===== config.mk =====
export PLATFORM = sky130hd
export DESIGN_NAME = rice_stream_sequencer
export DESIGN_NICKNAME = d
export VERILOG_FILES = /design/src/rtl/rice_pkg.sv /design/src/rtl/rice_code_calc.sv /design/src/rtl/rice_stream_sequencer.sv
export SDC_FILE = /design/constraint.sdc
export NUM_CORES = 1
export LEC_CHECK = 0
export CAP_MARGIN = 20
export CELL_PAD_IN_SITES_DETAIL_PLACEMENT = 0
export CELL_PAD_IN_SITES_GLOBAL_PLACEMENT = 1
export CORE_MARGIN = 5
export CORE_UTILIZATION = 38
export CTS_CLUSTER_DIAMETER = 60
export DETAILED_ROUTE_END_ITERATION = 6
export GPL_TIMING_DRIVEN = 0
export PLACE_DENSITY = 0.87
export SYNTH_ARGS = -nofsm -noshare
export SYNTH_HDL_FRONTEND = slang
export SYNTH_HIERARCHICAL = 1
export SYNTH_SLANG_ARGS = --single-unit

===== constraint.sdc =====
create_clock -name iClock -period 4.1 [get_ports iClock]
set_input_delay 0.41 -clock iClock [delete_from_list [all_inputs] [get_ports iClock]]
set_output_delay 0.41 -clock iClock [all_outputs]
set_load 0.02 [all_outputs]

===== src/rtl/rice_pkg.sv =====
// Shared types and helpers for the Rice stream sequencer: FSM state encoding,
// packer widths and the signed-to-unsigned zigzag map.
package rice_pkg;

    localparam int RICE_PARAM_W = 4;
    localparam int PACK_W       = 16;

    typedef enum logic [2:0] {
        IDLE,
        WAIT_PARAM,
        CODE,
        FLUSH,
        DONE
    } state_t;

    // Interleaves signed values onto unsigned: 0,-1,1,-2,... -> 0,1,2,3,...
    function automatic logic [PACK_W-1:0] zigzag(input logic [PACK_W-1:0] r);
        return (r << 1) ^ {PACK_W{r[PACK_W-1]}};
    endfunction

endpackage


===== src/rtl/rice_code_calc.sv =====
// Combinational Rice code split for one residual: zigzag map, unary/binary split
// and total code length, with a flag when the length no longer fits in PACK_W bits.
module rice_code_calc
    import rice_pkg::*;
(
    input  logic [PACK_W-1:0]       residual,
    input  logic [RICE_PARAM_W-1:0] k,
    output logic [PACK_W-1:0]       upper,
    output logic [PACK_W-1:0]       lower,
    output logic [PACK_W-1:0]       total,
    output logic                    overflow
);

    logic [PACK_W-1:0] mapped;
    logic [PACK_W-1:0] low_mask;
    logic [PACK_W:0]   total_wide;

    always_comb begin
        mapped     = zigzag(residual);
        low_mask   = (PACK_W'(1) << k) - PACK_W'(1);
        upper      = mapped >> k;
        // Leading 1 is the unary terminator, packed together with the k low bits
        lower      = (PACK_W'(1) << k) | (mapped & low_mask);
        total_wide = {1'b0, upper} + (PACK_W+1)'(k) + (PACK_W+1)'(1);
        total      = total_wide[PACK_W-1:0];
        overflow   = total_wide[PACK_W];
    end

endmodule


===== src/rtl/rice_stream_sequencer.sv =====
// Drives the Rice packer for one FLAC residual block: param changes per partition,
// one code per residual, then a flush. Optional bit counter under RICE_BITCOUNT_EN.
module rice_stream_sequencer
    import rice_pkg::*;
#(
    parameter int SAMPLE_W       = 16,
    parameter int PART_SIZE_LOG2 = 8
) (
    input  logic                    iClock,
    input  logic                    iReset_n,
    input  logic                    iFrameStart,
    input  logic [15:0]             iBlockSize,
    input  logic                    iParamValid,
    input  logic [RICE_PARAM_W-1:0] iRiceParam,
    output logic                    oParamReady,
    input  logic                    iValid,
    input  logic [SAMPLE_W-1:0]     iResidual,
    output logic                    oReady,
    output logic                    oEnable,
    output logic                    oChangeParam,
    output logic                    oFlush,
    output logic [PACK_W-1:0]       oTotal,
    output logic [PACK_W-1:0]       oUpper,
    output logic [PACK_W-1:0]       oLower,
    output logic [RICE_PARAM_W-1:0] oRiceParamOut,
    output logic                    oDone,
`ifdef RICE_BITCOUNT_EN
    output logic [31:0]             oBitCount,
`endif
    output logic                    oOverflow
);

    state_t state_reg, state_next;

    logic [15:0]               block_size_reg;
    logic [15:0]               sample_cnt_reg;
    logic [PART_SIZE_LOG2-1:0] part_cnt_reg;
    logic [RICE_PARAM_W-1:0]   k_reg;

    logic              enable_reg, change_reg, flush_reg, done_reg, overflow_reg;
    logic [PACK_W-1:0] total_reg, upper_reg, lower_reg;

    logic enable_next, change_next, flush_next, done_next, issue_next;

    logic start_ok, param_ok, code_fire, last_in_block, last_in_part;

    logic [PACK_W-1:0] calc_upper, calc_lower, calc_total;
    logic              calc_overflow;

    rice_code_calc u_calc (
        .residual (iResidual),
        .k        (k_reg),
        .upper    (calc_upper),
        .lower    (calc_lower),
        .total    (calc_total),
        .overflow (calc_overflow)
    );

    assign start_ok      = (state_reg == IDLE) && iFrameStart;
    assign param_ok      = (state_reg == WAIT_PARAM) && iParamValid;
    assign code_fire     = (state_reg == CODE) && iValid;
    assign last_in_block = (sample_cnt_reg == block_size_reg - 16'd1);
    assign last_in_part  = &part_cnt_reg;

    always_ff @(posedge iClock or negedge iReset_n) begin
        if (!iReset_n) begin
            state_reg <= IDLE;
        end else begin
            state_reg <= state_next;
        end
    end

    always_comb begin
        state_next = state_reg;
        case (state_reg)
            IDLE: begin
                if (iFrameStart) begin
                    state_next = (iBlockSize == 16'd0) ? FLUSH : WAIT_PARAM;
                end
            end
            WAIT_PARAM: begin
                if (iParamValid) begin
                    state_next = CODE;
                end
            end
            CODE: begin
                // Block end wins so a short final partition never asks for a new k
                if (iValid) begin
                    if (last_in_block) begin
                        state_next = FLUSH;
                    end else if (last_in_part) begin
                        state_next = WAIT_PARAM;
                    end
                end
            end
            FLUSH:   state_next = DONE;
            DONE:    state_next = IDLE;
            default: state_next = IDLE;
        endcase
    end

    always_comb begin
        change_next = param_ok;
        issue_next  = code_fire && !calc_overflow;
        flush_next  = (state_reg == FLUSH);
        done_next   = (state_reg == DONE);
        enable_next = change_next || issue_next || flush_next;
    end

    always_ff @(posedge iClock or negedge iReset_n) begin
        if (!iReset_n) begin
            block_size_reg <= '0;
            sample_cnt_reg <= '0;
            part_cnt_reg   <= '0;
            k_reg          <= '0;
        end else begin
            if (start_ok) begin
                block_size_reg <= iBlockSize;
                sample_cnt_reg <= '0;
                part_cnt_reg   <= '0;
            end
            if (param_ok) begin
                k_reg <= iRiceParam;
            end
            if (code_fire) begin
                sample_cnt_reg <= sample_cnt_reg + 16'd1;
                part_cnt_reg   <= part_cnt_reg + 1'b1;
            end
        end
    end

    always_ff @(posedge iClock or negedge iReset_n) begin
        if (!iReset_n) begin
            enable_reg   <= 1'b0;
            change_reg   <= 1'b0;
            flush_reg    <= 1'b0;
            done_reg     <= 1'b0;
            overflow_reg <= 1'b0;
            total_reg    <= '0;
            upper_reg    <= '0;
            lower_reg    <= '0;
        end else begin
            enable_reg <= enable_next;
            change_reg <= change_next;
            flush_reg  <= flush_next;
            done_reg   <= done_next;
            if (issue_next) begin
                total_reg <= calc_total;
                upper_reg <= calc_upper;
                lower_reg <= calc_lower;
            end
            if (start_ok) begin
                overflow_reg <= 1'b0;
            end else if (code_fire && calc_overflow) begin
                overflow_reg <= 1'b1;
            end
        end
    end

`ifdef RICE_BITCOUNT_EN
    logic [31:0] bit_count_reg;

    // Each param change costs a 4-bit k field in the stream
    always_ff @(posedge iClock or negedge iReset_n) begin
        if (!iReset_n) begin
            bit_count_reg <= '0;
        end else if (start_ok) begin
            bit_count_reg <= '0;
        end else if (change_next) begin
            bit_count_reg <= bit_count_reg + 32'd4;
        end else if (issue_next) begin
            bit_count_reg <= bit_count_reg + {16'd0, calc_total};
        end
    end

    assign oBitCount = bit_count_reg;
`endif

    assign oParamReady   = (state_reg == WAIT_PARAM);
    assign oReady        = (state_reg == CODE);
    assign oEnable       = enable_reg;
    assign oChangeParam  = change_reg;
    assign oFlush        = flush_reg;
    assign oDone         = done_reg;
    assign oOverflow     = overflow_reg;
    assign oTotal        = total_reg;
    assign oUpper        = upper_reg;
    assign oLower        = lower_reg;
    assign oRiceParamOut = k_reg;

endmodule

After elaboration in Yosys (flattened, before gate mapping). Cells that the tools add are included.

Bitwise logic cells: 3. Shift-type cells: 2. Reduce and logical (&&, ||, !) cells: 14. Mux-type cells: 13. Equal/unequal tests: 9. Add/subtract/negate cells: 6.

Operators with widths (count): 16-bit two-way mux (2); 16-bit by 4-bit adder with 17-bit output (1); 17-bit by 1-bit adder with 17-bit output (second input constant) (1); 16-bit by 1-bit adder with 16-bit output (second input constant) (1); 16-bit AND (1); 16-bit equality test (1); 16-bit logical NOT (1); 8-bit two-way mux (2); 16-bit bitwise OR (1); 1-bit by 4-bit left shift with 16-bit output (first input constant) (1); 16-bit by 4-bit >> shifter with 16-bit output (1); 16-bit by 1-bit subtractor with 16-bit output (second input constant) (1); 16-bit by 2-bit subtractor with 16-bit output (second input constant) (1); 16-bit XOR (1); 3-bit two-way mux (5); 3-bit case mux with 4 select lines (1); 8-bit by 1-bit adder with 8-bit output (second input constant) (1); 8-bit AND reduction (1); 3-bit by 2-bit equality test with 1-bit output (second input constant) (2); 2-bit != test (second input constant) (3); 1-bit logical AND (5); 4-bit AND reduction (1); 2-bit nonzero test (2); 3-bit by 1-bit equality test with 1-bit output (second input constant) (1); other kinds (7) (9).

Bits in registers: 100. Output and inout port bits: 59. Logic and storage cells: 60. Bits of input ports: 41.

Depth between registers and ports, before layout.
Word-level depth: 8. Gate-level depth with buffers: 21. Depth with buffers taken out: 16.

Modules after synthesis. Netlist, hierarchy kept.

By module, submodules not included: rice_stream_sequencer (area an instance 4554.4 sq um, seq. area each 2502.4 sq um, instances 1, cells an instance 421); rice_code_calc (area an instance 1846.8 sq um, seq. area each 0.0 sq um, instances 1, cells an instance 257).

Least setup slack after synthesis. OpenSTA, ideal clock, no wires.

Kind: reg-to-reg. From: reg k_reg[0], in the netlist oRiceParamOut[0]. To: reg enable_reg, in the netlist oEnable. Period minus slack after synthesis: 4.334 ns. Path buffers: 5. Path slack: -0.234 ns. Required time: 3.969 ns. Library setup time: 0.131 ns. Cell stages (with the launch flop): 22. Data arrival time: 4.203 ns. Path through: dfrtp_1 buf_6 buf_6 buf_6 mux2_2 a22oi_1 o21ai_0 xnor2_1 nor2_1 a21o_1 ha_1 fa_1 nor2b_1 o21ai_0 nand2b_1 nand4_1 or3_1 nor3_1 nor2_1 buf_2 buf_2 or3_1.

Cells in the longest elaborated chain, start to end: 7.

Ends and longest elaborated chain: start: declaration (RTL line rice_stream_sequencer.sv:38) `logic [RICE_PARAM_W-1:0] k_reg;`; start signal: assignment (RTL line rice_stream_sequencer.sv:123) `k_reg <= iRiceParam;`; 16-bit by 4-bit >> shifter with 16-bit output (RTL line rice_code_calc.sv:21) `upper = mapped >> k;`; 16-bit by 4-bit adder with 17-bit output (*) (RTL line rice_code_calc.sv:24) `total_wide = {1'b0, upper} + (PACK_W+1)'(k) + (PACK_W+1)'(1);`; 17-bit by 1-bit adder with 17-bit output (*) (RTL line rice_code_calc.sv:24); via calc_overflow (RTL line rice_stream_sequencer.sv:48) `logic calc_overflow;`; 1-bit logical NOT (*) (RTL line rice_stream_sequencer.sv:104) `issue_next = code_fire && !calc_overflow;`; 1-bit logical AND (*) (RTL line rice_stream_sequencer.sv:104); 1-bit logical OR (*) (2 in a row) (RTL line rice_stream_sequencer.sv:107) `enable_next = change_next || issue_next || flush_next;`; via enable_next (RTL line rice_stream_sequencer.sv:43) `logic enable_next, change_next, flush_next, done_next, issue_next;`; end signal: assignment (RTL line rice_stream_sequencer.sv:143) `enable_reg <= enable_next;`; end: declaration (RTL line rice_stream_sequencer.sv:40) `logic enable_reg, change_reg, flush_reg, done_reg, overflow_reg;`.

The timed path passes the listed nets; every way through them passes the cells marked *. A chain may end at the register's enable or synchronous reset.

Worst setup path in the final report. Ends and elaborated chain as after synthesis.

==> impl_metrics.yaml <==
timing:
  setup_viol: 49
  relSlewSlack: 0.3744
  fin_crit_sh: 1.025
  period_needed_ns: 4.202
  clock.fmax_mhz: 238.0
  clock_skew_ns: 0.009738
  setup_ws_ns: -0.1023
  fin_tns_setup_ns: -3.036
  grt_setup_unrepaired: "true"
  hold_viol_final: 0
  worst_slew_pin_slew_ns: 0.9363
  slew_violations: 0
grt:
  grt_max_degree: 56
  grt_pass1_vias: 5691
  grtUsageTotal: 0.1909
  grt_pass1_wl_mm: 30.42
  gr-total-overflow: 0
  antenna_found_initial: 0
layout:
  nets: 893
  n_fill_cell: 1489
  diodes: 0
  area_delta_synth_final_pct: 34.77
  drive_above_1_share: 0.2172
  final_cell_mix: "dfrtp_1, clkdlybuf4s50_1, nand2_1"
  layout.cells.non_filler: 1067
run_status:
  status: "complete, but fails checks"
  violations: "negative setup slack"
worst_setup_path:
  end_kind: "register"
  worstSetupPathType: "reg2reg"
  critPathArrivalTime_ns: 4.42
  cp_max_fo: 5
  required_ns: 4.32
  critPathLaunchType: "register"
yosys:
  synth_fp_nets: 728
  syn_avg_cell_area_um2: 9.441
  ys_seq_area_frac: 0.3909
  netlist_instances: 678
  synth_area_um2: 6401
  synth_ff_type: "dfrtp_1"
  ys_warn_count: 6
  synth-edff-count: 0
  ys_async_sr_fraction: 1.000
  ys_seq_elements: 100
  synth_cell_types: 58
placed_design:
  io_buffers: 98
  gp_congestion: 0.9075
  dpl.cell_count: 997
  dpl.hpwl_mm: 13.71
power_and_ir_drop:
  ir_drop_uv: 419.1
  powerDensity_nw_per_um2: 813.1
  leakagePower_nw: 3.744
die:
  die_width_um: 139.8
  core-area_um2: 16580
  start_util: 0.3860
  num_io_pins: 100
  die_h_um: 139.8
  rows: 47
  die-area_um2: 19540
clock_network:
  ctsHtreeMaxLevel: 3
  clockBufferDepth: 2
  cts_made_buffers: 9
  clk_pin_slew_ns: 0.06
  cts_tree: "built"
  cts_root_buf: "clkbuf_16"
  cts_sinks: 100
  insertion_delay_ns: 0.35
detailed_routing:
  drc: 0
  vias: 5786
  first_iter_violations: 459
  ant_nets: 0
  first_pass_iters: 5
  routed_wl_mm: 18.83
  wl_per_cell_um: 17.65
  vias_per_cell: 5.423
job:
  timing.max_cap.violations: 0
min_path:
  min_path_type: "in2async"
## per-stage QoR
step / hold slack (ns) / total power [mW] / util / instance area [um2] / setup WS [ns]
finish: 0.1291 / 7.014 / 0.5202 / 8627 / -0.1023
global placement: 0.4713 / 5.339 / 0.4633 / 7684 / -1.625
detailed placement: 0.4777 / 5.385 / 0.4648 / 7709 / -0.9169
floorplan: 0.1144 / 4.097 / - / 6427 / 0.01130
CTS: 0.1468 / 6.814 / 0.5097 / 8453 / -0.1578
global route: 0.1946 / 7.484 / 0.5202 / 8627 / -0.2449
## per-layer routing
metal	vias to the layer above	global-route usage	wire (um)
met5	-	0	0
met4	0	0.06629	522
met3	36	0.03808	1321
met2	224	0.2988	8608
met1	2761	0.2645	8381
li1	2765	-	-
## critical path, stage by stage (launching register included)
cell	delay (ns)
dfrtp_2	0.49
buf_12	0.15
buf_4	0.12
nor2b_2	0.29
a22oi_2	0.13
o21ai_1	0.19
xnor2_1	0.16
nor2_1	0.09
a21o_1	0.18
ha_2	0.18
fa_2	0.34
nor2b_1	0.13
o21ai_1	0.08
nand2b_1	0.11
nand4_1	0.14
or3_4	0.39
nor3_4	0.15
buf_12	0.14
nor2_4	0.05
buf_6	0.15
buf_8	0.12
or3_1	0.29
## power breakdown
part	total (mW)	switching [mW]	internal, mW
combinational	4.52	2.30	2.22
clock	0.842	0.356	0.487
sequential	1.66	0.313	1.34
total	7.01	2.96	4.05
## cells in the mapped netlist (2+ instances only)
cell	number	area, um2
dfrtp_1	100	2502
nand2_1	93	349.1
mux2_2	56	630.6
o21ai_0	46	230.2
nor2_1	37	138.9
xnor2_1	31	271.5
nand3_1	29	145.1
xor2_1	25	219.0
clkbuf_1	20	75.07
inv_1	19	71.32
nor3_1	16	80.08
a21oi_1	15	75.07
mux2i_1	15	150.1
nor4_1	14	87.58
and3_1	12	75.07
buf_2	11	55.05
mux4_2	11	247.7
nand4_1	10	62.56
ha_1	8	100.1
nor3b_1	7	52.55
or3_1	7	43.79
and2_1	6	37.54
nand2b_1	6	37.54
nor2b_1	6	37.54
o22ai_1	6	37.54
o31ai_1	6	45.04
a22oi_1	5	37.54
buf_1	5	18.77
buf_6	5	56.30
or4_1	5	37.54
a31oi_1	4	25.02
a21boi_0	3	22.52
nand4b_1	3	26.28
or2_2	3	18.77
a211oi_1	2	15.01
a2bb2oi_1	2	17.52
a311oi_1	2	17.52
and3b_1	2	17.52
nand3b_1	2	15.01
nor4b_1	2	17.52
o211ai_1	2	15.01
o32ai_1	2	17.52
or3b_2	2	17.52
## area by class of cell
type                    count  area [um2]  area share
plain buffers              40       265.3     0.03075
clock buffers              13       250.2     0.02901
clock inverters             2       35.03    0.004061
inverters                  19       71.32    0.008267
multi-input cells         518        3714      0.4305
flip-flops and latches    100        2506      0.2905
well taps                 220       275.3     0.03191
repair buffers            155        1510      0.1751
## kinds of logic (layout without fill, tap and decap cells)
family | Yosys count | in the layout | synth area share
AO/OA/AOI/OAI | 106 | 106 | 0.1024
XOR/XNOR | 56 | 56 | 0.07662
adder cells (fa/ha/maj) | 9 | 9 | 0.01877
buffers and inverters | 60 | 229 | 0.04320
flip-flops | 100 | 100 | 0.3909
multiplexers | 82 | 82 | 0.1607
AND/OR/NAND/NOR | 265 | 265 | 0.2074
## final timing paths
check	slack [ns]	end	cells past startpoint	start
min in group iClock	0.49	part_cnt_reg[6]	1	part_cnt_reg[6]
worst min-delay path	0.13	oTotal[13]	1	iReset_n
max in group asynchronous	3.28	oLower[4]	2	iReset_n
worst max register to register	-0.10	oEnable	21	oRiceParamOut[0]
worst max-delay path	-0.10	oEnable	21	oRiceParamOut[0]
worst min register to register	0.49	part_cnt_reg[6]	1	part_cnt_reg[6]
## timing repair
item | in CTS | in global routing
endpoints found under the setup margin | 50 | 50
hold buffers | 0 | 0
buffers inserted | 45 | 12
pin swaps | 5 | 8
resized for setup | 32 | 23
cloned | 0 | 3
(Power assumes the default switching activity.)
==> RTL edit (same flow settings) <==
Encoding of `state_t`: now one-hot (5 bits for 5 states).
--- a/src/rtl/rice_pkg.sv
+++ b/src/rtl/rice_pkg.sv
@@ -7,8 +7,8 @@
 
-    typedef enum logic [2:0] {
-        IDLE,
-        WAIT_PARAM,
-        CODE,
-        FLUSH,
-        DONE
+    typedef enum logic [4:0] {
+        IDLE       = 5'b00001,
+        WAIT_PARAM = 5'b00010,
+        CODE       = 5'b00100,
+        FLUSH      = 5'b01000,
+        DONE       = 5'b10000
     } state_t;
Function: same outputs for any inputs over 4 cycles, from zero or initial values and one cycle with iReset_n low; so few cycles prove little.
==> RTL edit against the original RTL <==
The run still ends with setup timing left; final cell count down 2.7%; synthesized area rose by 2.7%; clock power increased by 5.1%; critical path depth rose by 2; global-route usage shrank 0.86 points; combinational power shrank 8.2%; setup slack worse by 0.0078 ns; fmax shrank 0.19%; total power decreased by 4.6%; wire length is 1.8% lower; sequential share of layout area decreased by 0.28 points; hold slack got worse by 0.097 ns; sequential cell count increased by 2; design area increased by 3.0%; critical endpoint is now oTotal[6]$_DFFE_PN0P_; critical path type unchanged.
==> RTL edit: results (changes against the original RTL) <==
cts_resized: 66  # +110%
drive_gt1_share_pct: 23.7  # +2.0 points
finalSetupViolCount: 47  # -4.1%
grt_use_total_pct: 18.2  # -0.86 points
violations: "setup timing"
gp_congestion: 0.902  # -0.58%
cp_top_family: "buffers and inverters"
slew_headroom_pct: 53.9  # +16 points
wl_per_cell_um: 17.8  # +0.99%
met2WireLength_um: 9210  # +7.0%
peakVddDrop_mv: 0.493  # +18%
switching_share_pct: 41.5  # -0.79 points
leakage_uw: 0.00399  # +6.6%
max_stage_delay_ns: 0.45  # -0.04 ns
cp.arrival_ns: 4.45  # +0.03 ns
setup-tns-final_ns: -2.07  # +0.969 ns
r2r_end: "oTotal[6]$_DFFE_PN0P_"
worst_r2r_startpoint: "oRiceParamOut[1]$_DFFE_PN0P_"
grt_max_degree: 65  # +16%
place_inst: 982  # -1.5%
yosys.cell_types.count: 64  # +10%
fin_ws_ns: -0.110  # -0.00781 ns
globalRouteMet1Util_pct: 23.7  # -2.7 points
met3_usage_pct: 3.34  # -0.47 points
grt_pass1_vias: 5550  # -2.5%
grt_pass1_wl_um: 29700  # -2.2%
met2_usage_pct: 31.2  # +1.3 points
synth_seq_area_share_pct: 38.8  # -0.25 points
status: "finished, violations left"
drt_iter0_drc: 420  # -8.5%
clock_skew_ns: 0.0106  # +0.000854 ns
wl_met3_um: 879  # -33%
synthTopCellsByArea: "dfrtp_1 (38%), mux2_2 (12%), xnor2_1 (4.9%)"
r2r.worst_path.cells: 23  # +9.5%
fin_nets: 859  # -3.8%
power_combinational_uw: 4150  # -8.2%
power.density_nw_per_um2: 753  # -7.4%
cp_max_fo: 10  # +5
viasPerCell: 5.46  # +0.61%
post_cts_buffers: 31  # -31%
synth.top_cells.by_count: "dfrtp_1 (101), mux2_2 (68), nand2_1 (61), nor2_1 (39), xnor2_1 (37)"
RTL edit: cell types whose count changed after synthesis, moves of 5 or more:
cell	unedited run	this run
and3_1	12	5
mux2_2	56	68
mux2i_1	15	22
nand2_1	93	61
nand3_1	29	21
o21ai_0	46	35
or4_1	5	0
xnor2_1	31	37
RTL edit: kinds of logic after synthesis:
logic type,after synthesis,synth area share [%]
AND/OR/NAND/NOR,221,18.0
flip-flops,102,38.8
multiplexers,101,18.8
AO/OA/AOI/OAI,99,9.63
XOR/XNOR,64,8.53
buffers and inverters,62,4.36
adder cells (fa/ha/maj),9,1.83
RTL edit: final cells by class:
cell class                      count  area (um2)
Tap cell                          225         282
Clock buffer                       11         243
Timing Repair Buffer              141        1410
Sequential cell                   102        2560
Buffer                             38         299
Inverter                           23        86.3
Multi-Input combinational cell    494        3960
Clock inverter                      4        56.3
Fill cell                        1529        8230
